===== src/rtl/arf_seq_pkg.sv =====
// Shared types for the ARF sequencer: opcodes, ARF command codes, FSM states
// and the per-step command word that the FSM registers onto its outputs.
package arf_seq_pkg;

  typedef enum logic [2:0] {
    OP_FETCH   = 3'b000,
    OP_JUMP    = 3'b001,
    OP_PUSH    = 3'b010,
    OP_POP     = 3'b011,
    OP_CALL    = 3'b100,
    OP_RET     = 3'b101,
    OP_CLEAR   = 3'b110,
    OP_ILLEGAL = 3'b111
  } op_e;

  typedef enum logic [1:0] {IDLE, STEP1, STEP2, STEP3} state_e;

  localparam logic [1:0] FUN_CLR  = 2'b00;
  localparam logic [1:0] FUN_LOAD = 2'b01;
  localparam logic [1:0] FUN_DEC  = 2'b10;
  localparam logic [1:0] FUN_INC  = 2'b11;

  localparam logic [3:0] RSEL_NONE = 4'b0000;
  localparam logic [3:0] RSEL_AR   = 4'b1000;
  localparam logic [3:0] RSEL_SP   = 4'b0100;
  localparam logic [3:0] RSEL_PCP  = 4'b0010;
  localparam logic [3:0] RSEL_PC   = 4'b0001;
  localparam logic [3:0] RSEL_ALL  = RSEL_AR | RSEL_SP | RSEL_PCP | RSEL_PC;

  localparam logic [1:0] SEL_AR  = 2'b00;
  localparam logic [1:0] SEL_SP  = 2'b01;
  localparam logic [1:0] SEL_PCP = 2'b10;
  localparam logic [1:0] SEL_PC  = 2'b11;

  // Where arf_i and mem_wdata take their value from during a step
  typedef enum logic [1:0] {ISRC_ZERO, ISRC_OUT_A, ISRC_DATA, ISRC_RET} isrc_e;
  typedef enum logic [1:0] {WSRC_ZERO, WSRC_DATA, WSRC_OUT_B} wsrc_e;

  typedef struct packed {
    logic [1:0] funsel;
    logic [3:0] rsel;
    logic [1:0] a_sel;
    logic [1:0] b_sel;
    logic       mem_rd;
    logic       mem_wr;
    logic       addr_a;
    isrc_e      isrc;
    wsrc_e      wsrc;
    logic       done;
    logic       err;
  } cmd_t;

  localparam cmd_t CMD_IDLE = '{funsel: FUN_LOAD, rsel: RSEL_NONE, a_sel: SEL_AR,
                                b_sel: SEL_AR, mem_rd: 1'b0, mem_wr: 1'b0,
                                addr_a: 1'b0, isrc: ISRC_ZERO, wsrc: WSRC_ZERO,
                                done: 1'b0, err: 1'b0};

  function automatic state_e last_step(input op_e op);
    case (op)
      OP_FETCH, OP_PUSH, OP_POP: return STEP2;
      OP_CALL, OP_RET:           return STEP3;
      default:                   return STEP1;
    endcase
  endfunction

  function automatic cmd_t step_cmd(input op_e op, input state_e st);
    cmd_t c;
    c = CMD_IDLE;
    case (op)
      OP_FETCH:
        if (st == STEP1) begin
          c.a_sel = SEL_PC; c.addr_a = 1'b1; c.mem_rd = 1'b1;
          c.rsel = RSEL_PCP; c.isrc = ISRC_OUT_A;
        end else if (st == STEP2) begin
          c.rsel = RSEL_PC; c.funsel = FUN_INC; c.done = 1'b1;
        end
      OP_JUMP:
        if (st == STEP1) begin
          c.rsel = RSEL_PC; c.isrc = ISRC_DATA; c.done = 1'b1;
        end
      OP_PUSH:
        if (st == STEP1) begin
          c.rsel = RSEL_SP; c.funsel = FUN_DEC;
        end else if (st == STEP2) begin
          c.a_sel = SEL_SP; c.addr_a = 1'b1; c.mem_wr = 1'b1;
          c.wsrc = WSRC_DATA; c.done = 1'b1;
        end
      OP_POP:
        if (st == STEP1) begin
          c.a_sel = SEL_SP; c.addr_a = 1'b1; c.mem_rd = 1'b1;
        end else if (st == STEP2) begin
          c.rsel = RSEL_SP; c.funsel = FUN_INC; c.done = 1'b1;
        end
      OP_CALL:
        if (st == STEP1) begin
          c.rsel = RSEL_SP; c.funsel = FUN_DEC;
        end else if (st == STEP2) begin
          c.a_sel = SEL_SP; c.addr_a = 1'b1; c.b_sel = SEL_PC;
          c.wsrc = WSRC_OUT_B; c.mem_wr = 1'b1;
        end else if (st == STEP3) begin
          c.rsel = RSEL_PC; c.isrc = ISRC_DATA; c.done = 1'b1;
        end
      OP_RET:
        if (st == STEP1) begin
          c.a_sel = SEL_SP; c.addr_a = 1'b1; c.mem_rd = 1'b1;
        end else if (st == STEP2) begin
          c.rsel = RSEL_SP; c.funsel = FUN_INC;
        end else if (st == STEP3) begin
          c.rsel = RSEL_PC; c.isrc = ISRC_RET; c.done = 1'b1;
        end
      OP_CLEAR:
        if (st == STEP1) begin
          c.rsel = RSEL_ALL; c.funsel = FUN_CLR; c.done = 1'b1;
        end
      default:
        if (st == STEP1) begin
          c.err = 1'b1; c.done = 1'b1;
        end
    endcase
    return c;
  endfunction

endpackage


===== src/rtl/arf_sequencer_if.sv =====
// Operation handshake, completion pulses and memory bus of the ARF sequencer.
interface arf_sequencer_if;
  logic       op_valid;
  logic       op_ready;
  logic [2:0] op_code;
  logic [7:0] op_data;
  logic [7:0] mem_addr;
  logic       mem_wr;
  logic       mem_rd;
  logic [7:0] mem_wdata;
  logic [7:0] mem_rdata;
  logic       done;
  logic       err;

  modport master (
    output op_valid, op_code, op_data, mem_rdata,
    input  op_ready, mem_addr, mem_wr, mem_rd, mem_wdata, done, err
  );

  modport slave (
    input  op_valid, op_code, op_data, mem_rdata,
    output op_ready, mem_addr, mem_wr, mem_rd, mem_wdata, done, err
  );
endinterface


===== src/rtl/arf_sequencer.sv =====
// Multi-step sequencer driving an address register file and memory strobes.
// Step commands are registered; only ARF read data is muxed combinationally.
module arf_sequencer
  import arf_seq_pkg::*;
(
  input  logic            clk,
  input  logic            rst_n,
  arf_sequencer_if.slave  bus,
  output logic [1:0]      arf_funsel,
  output logic [3:0]      arf_rsel,
  output logic [7:0]      arf_i,
  output logic [1:0]      arf_out_a_sel,
  output logic [1:0]      arf_out_b_sel,
  input  logic [7:0]      arf_out_a,
  input  logic [7:0]      arf_out_b
);

  state_e     state_q, state_d;
  op_e        op_q, op_d;
  logic [7:0] data_q, data_d;
  logic [7:0] ret_q, ret_d;
  cmd_t       cmd_q, cmd_d;

  always_comb begin
    state_d = state_q;
    op_d    = op_q;
    data_d  = data_q;
    ret_d   = ret_q;
    cmd_d   = cmd_q;
    if (state_q == IDLE) begin
      if (bus.op_valid) begin
        op_d    = op_e'(bus.op_code);
        data_d  = bus.op_data;
        state_d = STEP1;
        cmd_d   = step_cmd(op_e'(bus.op_code), STEP1);
      end
    end else if (state_q == last_step(op_q)) begin
      state_d = IDLE;
      cmd_d   = CMD_IDLE;
    end else begin
      if (state_q == STEP1) state_d = STEP2;
      else                  state_d = STEP3;
      cmd_d = step_cmd(op_q, state_d);
    end
    // Return address arrives the cycle after the RET read strobe
    if (state_q == STEP2 && op_q == OP_RET) ret_d = bus.mem_rdata;
  end

  always_ff @(posedge clk or negedge rst_n) begin
    if (!rst_n) begin
      state_q <= IDLE;
      op_q    <= OP_FETCH;
      data_q  <= 8'h00;
      ret_q   <= 8'h00;
      cmd_q   <= CMD_IDLE;
    end else begin
      state_q <= state_d;
      op_q    <= op_d;
      data_q  <= data_d;
      ret_q   <= ret_d;
      cmd_q   <= cmd_d;
    end
  end

  assign bus.op_ready  = (state_q == IDLE);
  assign bus.mem_rd    = cmd_q.mem_rd;
  assign bus.mem_wr    = cmd_q.mem_wr;
  assign bus.done      = cmd_q.done;
  assign bus.err       = cmd_q.err;
  assign bus.mem_addr  = cmd_q.addr_a ? arf_out_a : 8'h00;
  assign arf_funsel    = cmd_q.funsel;
  assign arf_rsel      = cmd_q.rsel;
  assign arf_out_a_sel = cmd_q.a_sel;
  assign arf_out_b_sel = cmd_q.b_sel;

  always_comb begin
    case (cmd_q.isrc)
      ISRC_OUT_A: arf_i = arf_out_a;
      ISRC_DATA:  arf_i = data_q;
      ISRC_RET:   arf_i = ret_q;
      default:    arf_i = 8'h00;
    endcase
  end

  always_comb begin
    case (cmd_q.wsrc)
      WSRC_DATA:  bus.mem_wdata = data_q;
      WSRC_OUT_B: bus.mem_wdata = arf_out_b;
      default:    bus.mem_wdata = 8'h00;
    endcase
  end

endmodule


===== src/flat_wrapper.sv =====
// flat-port wrapper written by rule: the top's interface ports become plain ports
module arf_sequencer_flat import arf_seq_pkg::*;
  (clk, rst_n, arf_funsel, arf_rsel, arf_i, arf_out_a_sel, arf_out_b_sel, arf_out_a, arf_out_b, bus_op_valid, bus_op_code, bus_op_data, bus_mem_rdata, bus_op_ready, bus_mem_addr, bus_mem_wr, bus_mem_rd, bus_mem_wdata, bus_done, bus_err);
  arf_sequencer_if bus_i ();
  input  logic clk;
  input  logic rst_n;
  output logic [1:0] arf_funsel;
  output logic [3:0] arf_rsel;
  output logic [7:0] arf_i;
  output logic [1:0] arf_out_a_sel;
  output logic [1:0] arf_out_b_sel;
  input  logic [7:0] arf_out_a;
  input  logic [7:0] arf_out_b;
  input wire logic [$bits(bus_i.op_valid)-1:0] bus_op_valid;
  input wire logic [$bits(bus_i.op_code)-1:0] bus_op_code;
  input wire logic [$bits(bus_i.op_data)-1:0] bus_op_data;
  input wire logic [$bits(bus_i.mem_rdata)-1:0] bus_mem_rdata;
  output wire logic [$bits(bus_i.op_ready)-1:0] bus_op_ready;
  output wire logic [$bits(bus_i.mem_addr)-1:0] bus_mem_addr;
  output wire logic [$bits(bus_i.mem_wr)-1:0] bus_mem_wr;
  output wire logic [$bits(bus_i.mem_rd)-1:0] bus_mem_rd;
  output wire logic [$bits(bus_i.mem_wdata)-1:0] bus_mem_wdata;
  output wire logic [$bits(bus_i.done)-1:0] bus_done;
  output wire logic [$bits(bus_i.err)-1:0] bus_err;
  assign bus_i.op_valid = bus_op_valid;
  assign bus_i.op_code = bus_op_code;
  assign bus_i.op_data = bus_op_data;
  assign bus_i.mem_rdata = bus_mem_rdata;
  assign bus_op_ready = bus_i.op_ready;
  assign bus_mem_addr = bus_i.mem_addr;
  assign bus_mem_wr = bus_i.mem_wr;
  assign bus_mem_rd = bus_i.mem_rd;
  assign bus_mem_wdata = bus_i.mem_wdata;
  assign bus_done = bus_i.done;
  assign bus_err = bus_i.err;
  arf_sequencer u_core (.clk(clk), .rst_n(rst_n), .bus(bus_i), .arf_funsel(arf_funsel), .arf_rsel(arf_rsel), .arf_i(arf_i), .arf_out_a_sel(arf_out_a_sel), .arf_out_b_sel(arf_out_b_sel), .arf_out_a(arf_out_a), .arf_out_b(arf_out_b));
endmodule

===== config.mk =====
export PLATFORM = sky130hd
export DESIGN_NAME = arf_sequencer_flat
export DESIGN_NICKNAME = d
export VERILOG_FILES = /design/src/rtl/arf_seq_pkg.sv /design/src/rtl/arf_sequencer_if.sv /design/src/rtl/arf_sequencer.sv /design/src/flat_wrapper.sv
export SDC_FILE = /design/constraint.sdc
export NUM_CORES = 1
export LEC_CHECK = 0
export ABC_AREA = 1
export CAP_MARGIN = 10
export CORE_MARGIN = 5
export CORE_UTILIZATION = 39
export CTS_CLUSTER_DIAMETER = 80
export DETAILED_ROUTE_END_ITERATION = 6
export GPL_ROUTABILITY_DRIVEN = 0
export PLACE_DENSITY = 0.72
export SETUP_SLACK_MARGIN = 0.02
export SLEW_MARGIN = 20
export SYNTH_ARGS = -nofsm -noshare
export SYNTH_HDL_FRONTEND = slang
export SYNTH_SLANG_ARGS = --single-unit

===== constraint.sdc =====
create_clock -name clk -period 2.2 [get_ports clk]
set_input_delay 0.33 -clock clk [delete_from_list [all_inputs] [get_ports clk]]
set_output_delay 0.33 -clock clk [all_outputs]
set_load 0.01 [all_outputs]

==> results of run 1 <==
-- registers in the layout, indices dropped and copies added (netlist names) --
register	count
u_core.data_q	8
u_core.arf_funsel	2
u_core.bus.done	1
u_core.bus.mem_rd	1
u_core.ret_q	8
u_core.bus.mem_wr	1
u_core.arf_out_b_sel	1
u_core.op_q	3
u_core.bus.err	1
u_core.state_q	2
u_core.cmd_q	5
u_core.arf_rsel	4
u_core.arf_out_a_sel	1
-- final timing paths --
| kind | startpoint | end | slack, ns | depth (start not counted) |
|---|---|---|---|---|
| min | rst_n | u_core.ret_q[3] | 0.13 | 1 |
| min in group clk | u_core.arf_funsel[0] | u_core.arf_funsel[0] | 0.47 | 2 |
| max reg2reg | u_core.op_q[1] | u_core.ret_q[1] | 0.70 | 4 |
| max | u_core.cmd_q[3] | bus_mem_wdata[3] | 0.08 | 5 |
| min reg2reg | u_core.arf_funsel[0] | u_core.arf_funsel[0] | 0.47 | 2 |
| max in group asynchronous | rst_n | u_core.ret_q[1] | 1.52 | 1 |
-- repair_timing --
item / CTS / global route
endpoints found under the setup margin: 8 / 7
gates resized for setup: 3 / 8
cloned: 0 / 0
pin swaps: 0 / 0
-- layer usage --
metal	part of all wire [%]	vias to the layer above
met4	1.6	0
met2	50	51
li1	-	1009
met3	5.1	8
met1	44	955
met5	0	-
-- cells in the mapped netlist --
cell	instances
dfrtp_1	37
nor2_1	13
a21oi_1	13
nor3_4	1
ha_1	2
a31oi_1	2
inv_1	28
buf_4	10
inv_2	5
nand3_1	9
clkbuf_1	4
nand2_2	1
o21ai_0	19
nand2_1	115
nand2_4	1
nor2_2	1
a211o_1	1
buf_6	3
o211ai_1	8
dfstp_2	1
nor2_4	1
nor3_1	3
buf_2	1
nand4_1	2
or2_0	1
-- power breakdown --
group,internal [mW],total [mW],switching [mW]
clock,0.484,0.736,0.252
combinational,0.643,1.45,0.804
sequential,0.972,1.18,0.209
-- final cells by class --
cell class              instances  area [um2]  area share (%)
clock buffers                   6        82.6            2.75
clock inverters                 2        60.1            2.00
inverters                      33         124            4.12
multi-input cells             193         902            30.0
flip-flops and latches         38         952            31.7
well taps                      70        87.6            2.91
repair buffers                 80         800            26.6
-- kinds of logic (layout without fill, tap and decap cells) --
kind of cell,after synthesis,after routing,synth area share (%)
buffers and inverters,51,121,12.1
AO/OA/AOI/OAI,43,43,11.6
flip-flops,38,38,45.7
adder cells (fa/ha/maj),2,2,1.20
AND/OR/NAND/NOR,148,148,29.3
-- metrics by stage --
stage / hold WS [ns] / setup slack, ns / util, % / total power, mW
after global routing: 0.208 / 0.0283 / 58.5 / 3.62
after global placement: 0.457 / 0.326 / 55.0 / 2.58
after floorplan: 0.0344 / 0.802 / - / 2.03
after detailed placement: 0.460 / 0.275 / 55.0 / 2.61
after CTS: 0.173 / 0.0367 / 57.8 / 3.36
final: 0.135 / 0.0788 / 58.5 / 3.36
==> impl_metrics.env, run 1 <==
export IMPL_status="completed"
export IMPL_place_area_um2=2830
export IMPL_power_density_nw_per_um2=1120
export IMPL_maxSlewHeadroom_pct=43.8
export IMPL_area_growth_pct=44.5
export IMPL_leakage_nw=1.51
export IMPL_cts_hold_buf=0
export IMPL_instances_no_fill=422
export IMPL_fillCellCount=506
export IMPL_grt_pass1_vias=1894
export IMPL_gr_usage_met2_pct=27.3
export IMPL_setup_violations=0
export IMPL_drv_slew=0
export IMPL_port_buffers=76
export IMPL_h_tree_depth=2
export IMPL_max_stage_delay_ns=0.56
export IMPL_grt_busiest_layer="met2"
export IMPL_drive_gt1_share_pct=7.39
export IMPL_final_area_um2=3010
export IMPL_skew_ns=0.0111
export IMPL_first_pass_iters=4
export IMPL_tightest_slew_ns=0.843
export IMPL_via_per_inst=4.79
export IMPL_tritoncts="built"
export IMPL_syn_inst=282
export IMPL_ys_ff_latch=38
export IMPL_cts_path_max_buffers=2
export IMPL_clkSlewWorstSetupHoldPaths_ns=0.08
export IMPL_start_util_pct=40.5
export IMPL_final_antenna_net_count=0
export IMPL_grt_start_max_net_pins=39
export IMPL_clk_latency_ns=0.29
export IMPL_wl_um=5650
export IMPL_wl_per_cell_um=13.4
export IMPL_synthTopCellsByArea="dfrtp_1 (44%), nand2_1 (21%), inv_1 (5.0%)"
export IMPL_die_h_um=83.1
export IMPL_tns_ns=0
export IMPL_max_freq_mhz=471
export IMPL_die_w_um=83.1
export IMPL_grt_pass1_wl_um=9180
export IMPL_critical_path_class="register to output port"
export IMPL_n_antenna_cell=0
export IMPL_synth_top_cell_by_area="dfrtp_1"
export IMPL_grt_overflow_total=0
export IMPL_synth_nets=322
export IMPL_cp_required_ns=1.87
export IMPL_path_cells="inv_1 -> ha_4 -> nand2_1 -> a21oi_1 -> clkdlybuf4s50_1"
export IMPL_syn_area_um2=2080
export IMPL_yosysUniqueCellTypes=25
export IMPL_root_buffer="clkbuf_8"
export IMPL_cp_top_family="buffers and inverters"
export IMPL_grtUsageTotal_pct=16.1
export IMPL_numCtsBuffers=5
export IMPL_num_vias=2023
export IMPL_min_path_type="input port to asynchronous set/reset pin"
export IMPL_final_period_utilization_pct=96.4
export IMPL_slowest_stage="clkdlybuf4s50_1"
export IMPL_final_cell_mix="nand2_1 (115), clkdlybuf4s50_1 (68), dfrtp_1 (37)"
export IMPL_period_minus_slack_ns=2.12
export IMPL_end_kind="output port"
export IMPL_drt_iter0_drc=107
export IMPL_antenna_found_initial=0
export IMPL_synth_avg_cell_area_um2=7.38
export IMPL_max_vdd_ir_drop_mv=0.460
export IMPL_grt_setup_unrepaired="false"
export IMPL_worstPathArrival_ns=1.79
export IMPL_placed_cells=414
export IMPL_dp_hpwl_um=4240
export IMPL_num_rows=26
export IMPL_crit_path_start_kind="register"
export IMPL_cts_sinks=38
export IMPL_post_cts_buffers=0
export IMPL_ys_seq_area_share_pct=45.7
export IMPL_core_area_um2=5140
export IMPL_use_met3_pct=2.97
export IMPL_hold_viol=0
export IMPL_critPathMaxFanout=8
export IMPL_max_cap_violations=0
export IMPL_drc=0
export IMPL_ys_warn_count=0
export IMPL_dieArea_um2=6900
export IMPL_layout_commonest_cell="nand2_1"
export IMPL_path_buf_inv=2
export IMPL_use_met1_pct=20.5
export IMPL_synth_top_area_share_pct=44.5
export IMPL_layout_nets=391
export IMPL_io_pins=77
Note: power is estimated with default switching activity, not from simulation.
==> inputs of run 2 (changes only) <==
- GPL_ROUTABILITY_DRIVEN: 0 -> not set
- PLACE_DENSITY: 0.72 -> 0.69
==> run 2 against run 1 <==
Clock power down 33%. Combinational power about the same. Non-clock buffer count increased by 3. Global-route usage rose by 0.62 points. Cell area shrank 0.83%. Utilization down 0.49 points. Die area unchanged. Via count shrank 2.2%. Sequential share of layout area rose by 0.27 points. Critical endpoint is now bus_mem_wdata[0]. Highest routed layer unchanged.
==> impl_metrics.env, run 2 (synthesized netlist as in run 1, its figures left out) <==
export IMPL_status="completed"
export IMPL_numCtsBuffers=5
export IMPL_grt_overflow_total=0
export IMPL_n_antenna_cell=0
export IMPL_antenna_found_initial=0
export IMPL_grt_setup_unrepaired="false"
export IMPL_worstSetupEndpoint="bus_mem_wdata[0]"
export IMPL_first_pass_iters=4
export IMPL_area_growth_pct=43.3
export IMPL_clkSlewWorstSetupHoldPaths_ns=0.07
export IMPL_worstPathArrival_ns=1.75
export IMPL_critical_path_class="register to output port"
export IMPL_drc=0
export IMPL_root_buffer="clkbuf_8"
export IMPL_wl_per_cell_um=13.3
export IMPL_cts_sinks=38
export IMPL_min_path_type="input port to asynchronous set/reset pin"
export IMPL_tightest_slew_ns=0.562
export IMPL_final_antenna_net_count=0
export IMPL_wl_um=5650
export IMPL_num_rows=26
export IMPL_rr_endpoint="u_core.cmd_q[4]"
export IMPL_die_h_um=83.1
export IMPL_port_buffers=76
export IMPL_final_cell_mix="nand2_1 (115), clkdlybuf4s50_1 (69), dfrtp_1 (37)"
export IMPL_max_freq_mhz=481
export IMPL_dp_hpwl_um=4470
export IMPL_die_w_um=83.1
export IMPL_grt_pass1_vias=1854
export IMPL_reg2reg_from="u_core.op_q[1]"
export IMPL_post_cts_buffers=0
export IMPL_tritoncts="built"
export IMPL_critPathMaxFanout=8
export IMPL_clk_latency_ns=0.29
export IMPL_grtUsageTotal_pct=16.7
export IMPL_layout_nets=394
export IMPL_cts_path_max_buffers=2
export IMPL_reg_top3="u_core.data_q (8), u_core.ret_q (8), u_core.cmd_q (5)"
export IMPL_final_area_um2=2980
export IMPL_num_vias=1978
export IMPL_end_kind="output port"
export IMPL_path_cells="inv_1 -> ha_4 -> nand2_1 -> a21oi_1 -> clkdlybuf4s50_1"
export IMPL_final_period_utilization_pct=94.4
export IMPL_h_tree_depth=2
export IMPL_max_vdd_ir_drop_mv=0.439
export IMPL_layout_commonest_cell="nand2_1"
export IMPL_core_area_um2=5140
export IMPL_period_minus_slack_ns=2.08
export IMPL_place_area_um2=2840
export IMPL_start_util_pct=40.5
export IMPL_grt_pass1_wl_um=9260
export IMPL_gp_congestion=0.872
export IMPL_drt_iter0_drc=124
export IMPL_tns_ns=0
export IMPL_whs_ns=0.379
export IMPL_drv_slew=0
export IMPL_path_buf_inv=2
export IMPL_power_density_nw_per_um2=1050
export IMPL_drive_gt1_share_pct=7.61
export IMPL_crit_path_start="u_core.cmd_q[3]"
export IMPL_crit_path_start_kind="register"
export IMPL_setup_violations=0
export IMPL_dieArea_um2=6900
export IMPL_max_cap_violations=0
export IMPL_reg2reg_slack_ns=0.72
export IMPL_hold_viol=0
export IMPL_skew_ns=0.00560
export IMPL_cp_required_ns=1.87
export IMPL_maxSlewHeadroom_pct=62.4
export IMPL_grt_start_max_net_pins=20
export IMPL_slowest_stage="clkdlybuf4s50_1"
export IMPL_via_per_inst=4.65
export IMPL_rr_worst_depth=5
export IMPL_io_pins=77
export IMPL_cp_depth=5
export IMPL_cp_top_family="buffers and inverters"
export IMPL_max_stage_delay_ns=0.55
export IMPL_leakage_nw=1.50
-- run 2: worst min path at each step --
stage | cells after the start | startpoint | slack [ns] | endpoint
CTS | 2 | rst_n | 0.37 | u_core.data_q[0]
detailed placement | 1 | rst_n | 0.15 | u_core.data_q[0]
floorplan | 0 | rst_n | 0.03 | u_core.arf_funsel[1]
global route | 2 | rst_n | 0.38 | u_core.data_q[0]
global placement | 1 | rst_n | 0.14 | u_core.data_q[0]
finish | 2 | rst_n | 0.38 | u_core.data_q[0]
-- run 2: final cells by class --
| type | count | area [um2] |
|---|---|---|
| clock buffers | 7 | 86.3 |
| flip-flops and latches | 38 | 952 |
| repair buffers | 83 | 826 |
| well taps | 70 | 87.6 |
| clock inverters | 1 | 5.00 |
| fillers | 521 | 2160 |
| multi-input cells | 193 | 902 |
| inverters | 33 | 124 |
-- run 2: timing repair --
item,in CTS,in global routing
endpoints found under the setup margin,8,9
endpoints found under the hold margin,2,0
hold buffers,1,0
gates resized for setup,2,8
-- run 2: layer usage --
| metal | up-vias | global-route usage (%) | part of all wire (%) |
|---|---|---|---|
| li1 | 1017 | - | - |
| met1 | 903 | 21.2 | 43 |
| met2 | 52 | 27.7 | 50 |
| met3 | 6 | 4.06 | 5.3 |
| met4 | 0 | 5.94 | 1.6 |
| met5 | - | 0 | 0 |
-- run 2: where the power goes --
group          total (mW)  internal (mW)  switching, mW
registers            1.19          0.972          0.214
logic                1.45          0.643          0.804
clock network       0.491          0.253          0.239
-- run 2: metrics by stage --
| step | utilization, % | worst slack, ns | cells | power, mW |
|---|---|---|---|---|
| CTS | 57.4 | 0.0474 | 425 | 3.14 |
| global route | 58.0 | 0.0202 | 425 | 3.39 |
| global placement | 55.3 | 0.324 | 416 | 2.61 |
| floorplan | - | 0.802 | 282 | 2.03 |
| detailed placement | 55.3 | 0.290 | 416 | 2.63 |
| finish | 58.0 | 0.123 | 425 | 3.12 |
-- run 2: worst register-to-register path, delay by kind of cell, from the launching register on --
family	cells	cell delay, ns
compound gates	2	0.23
flops	1	0.39
simple gates	2	0.63
buf+inv	1	0.16
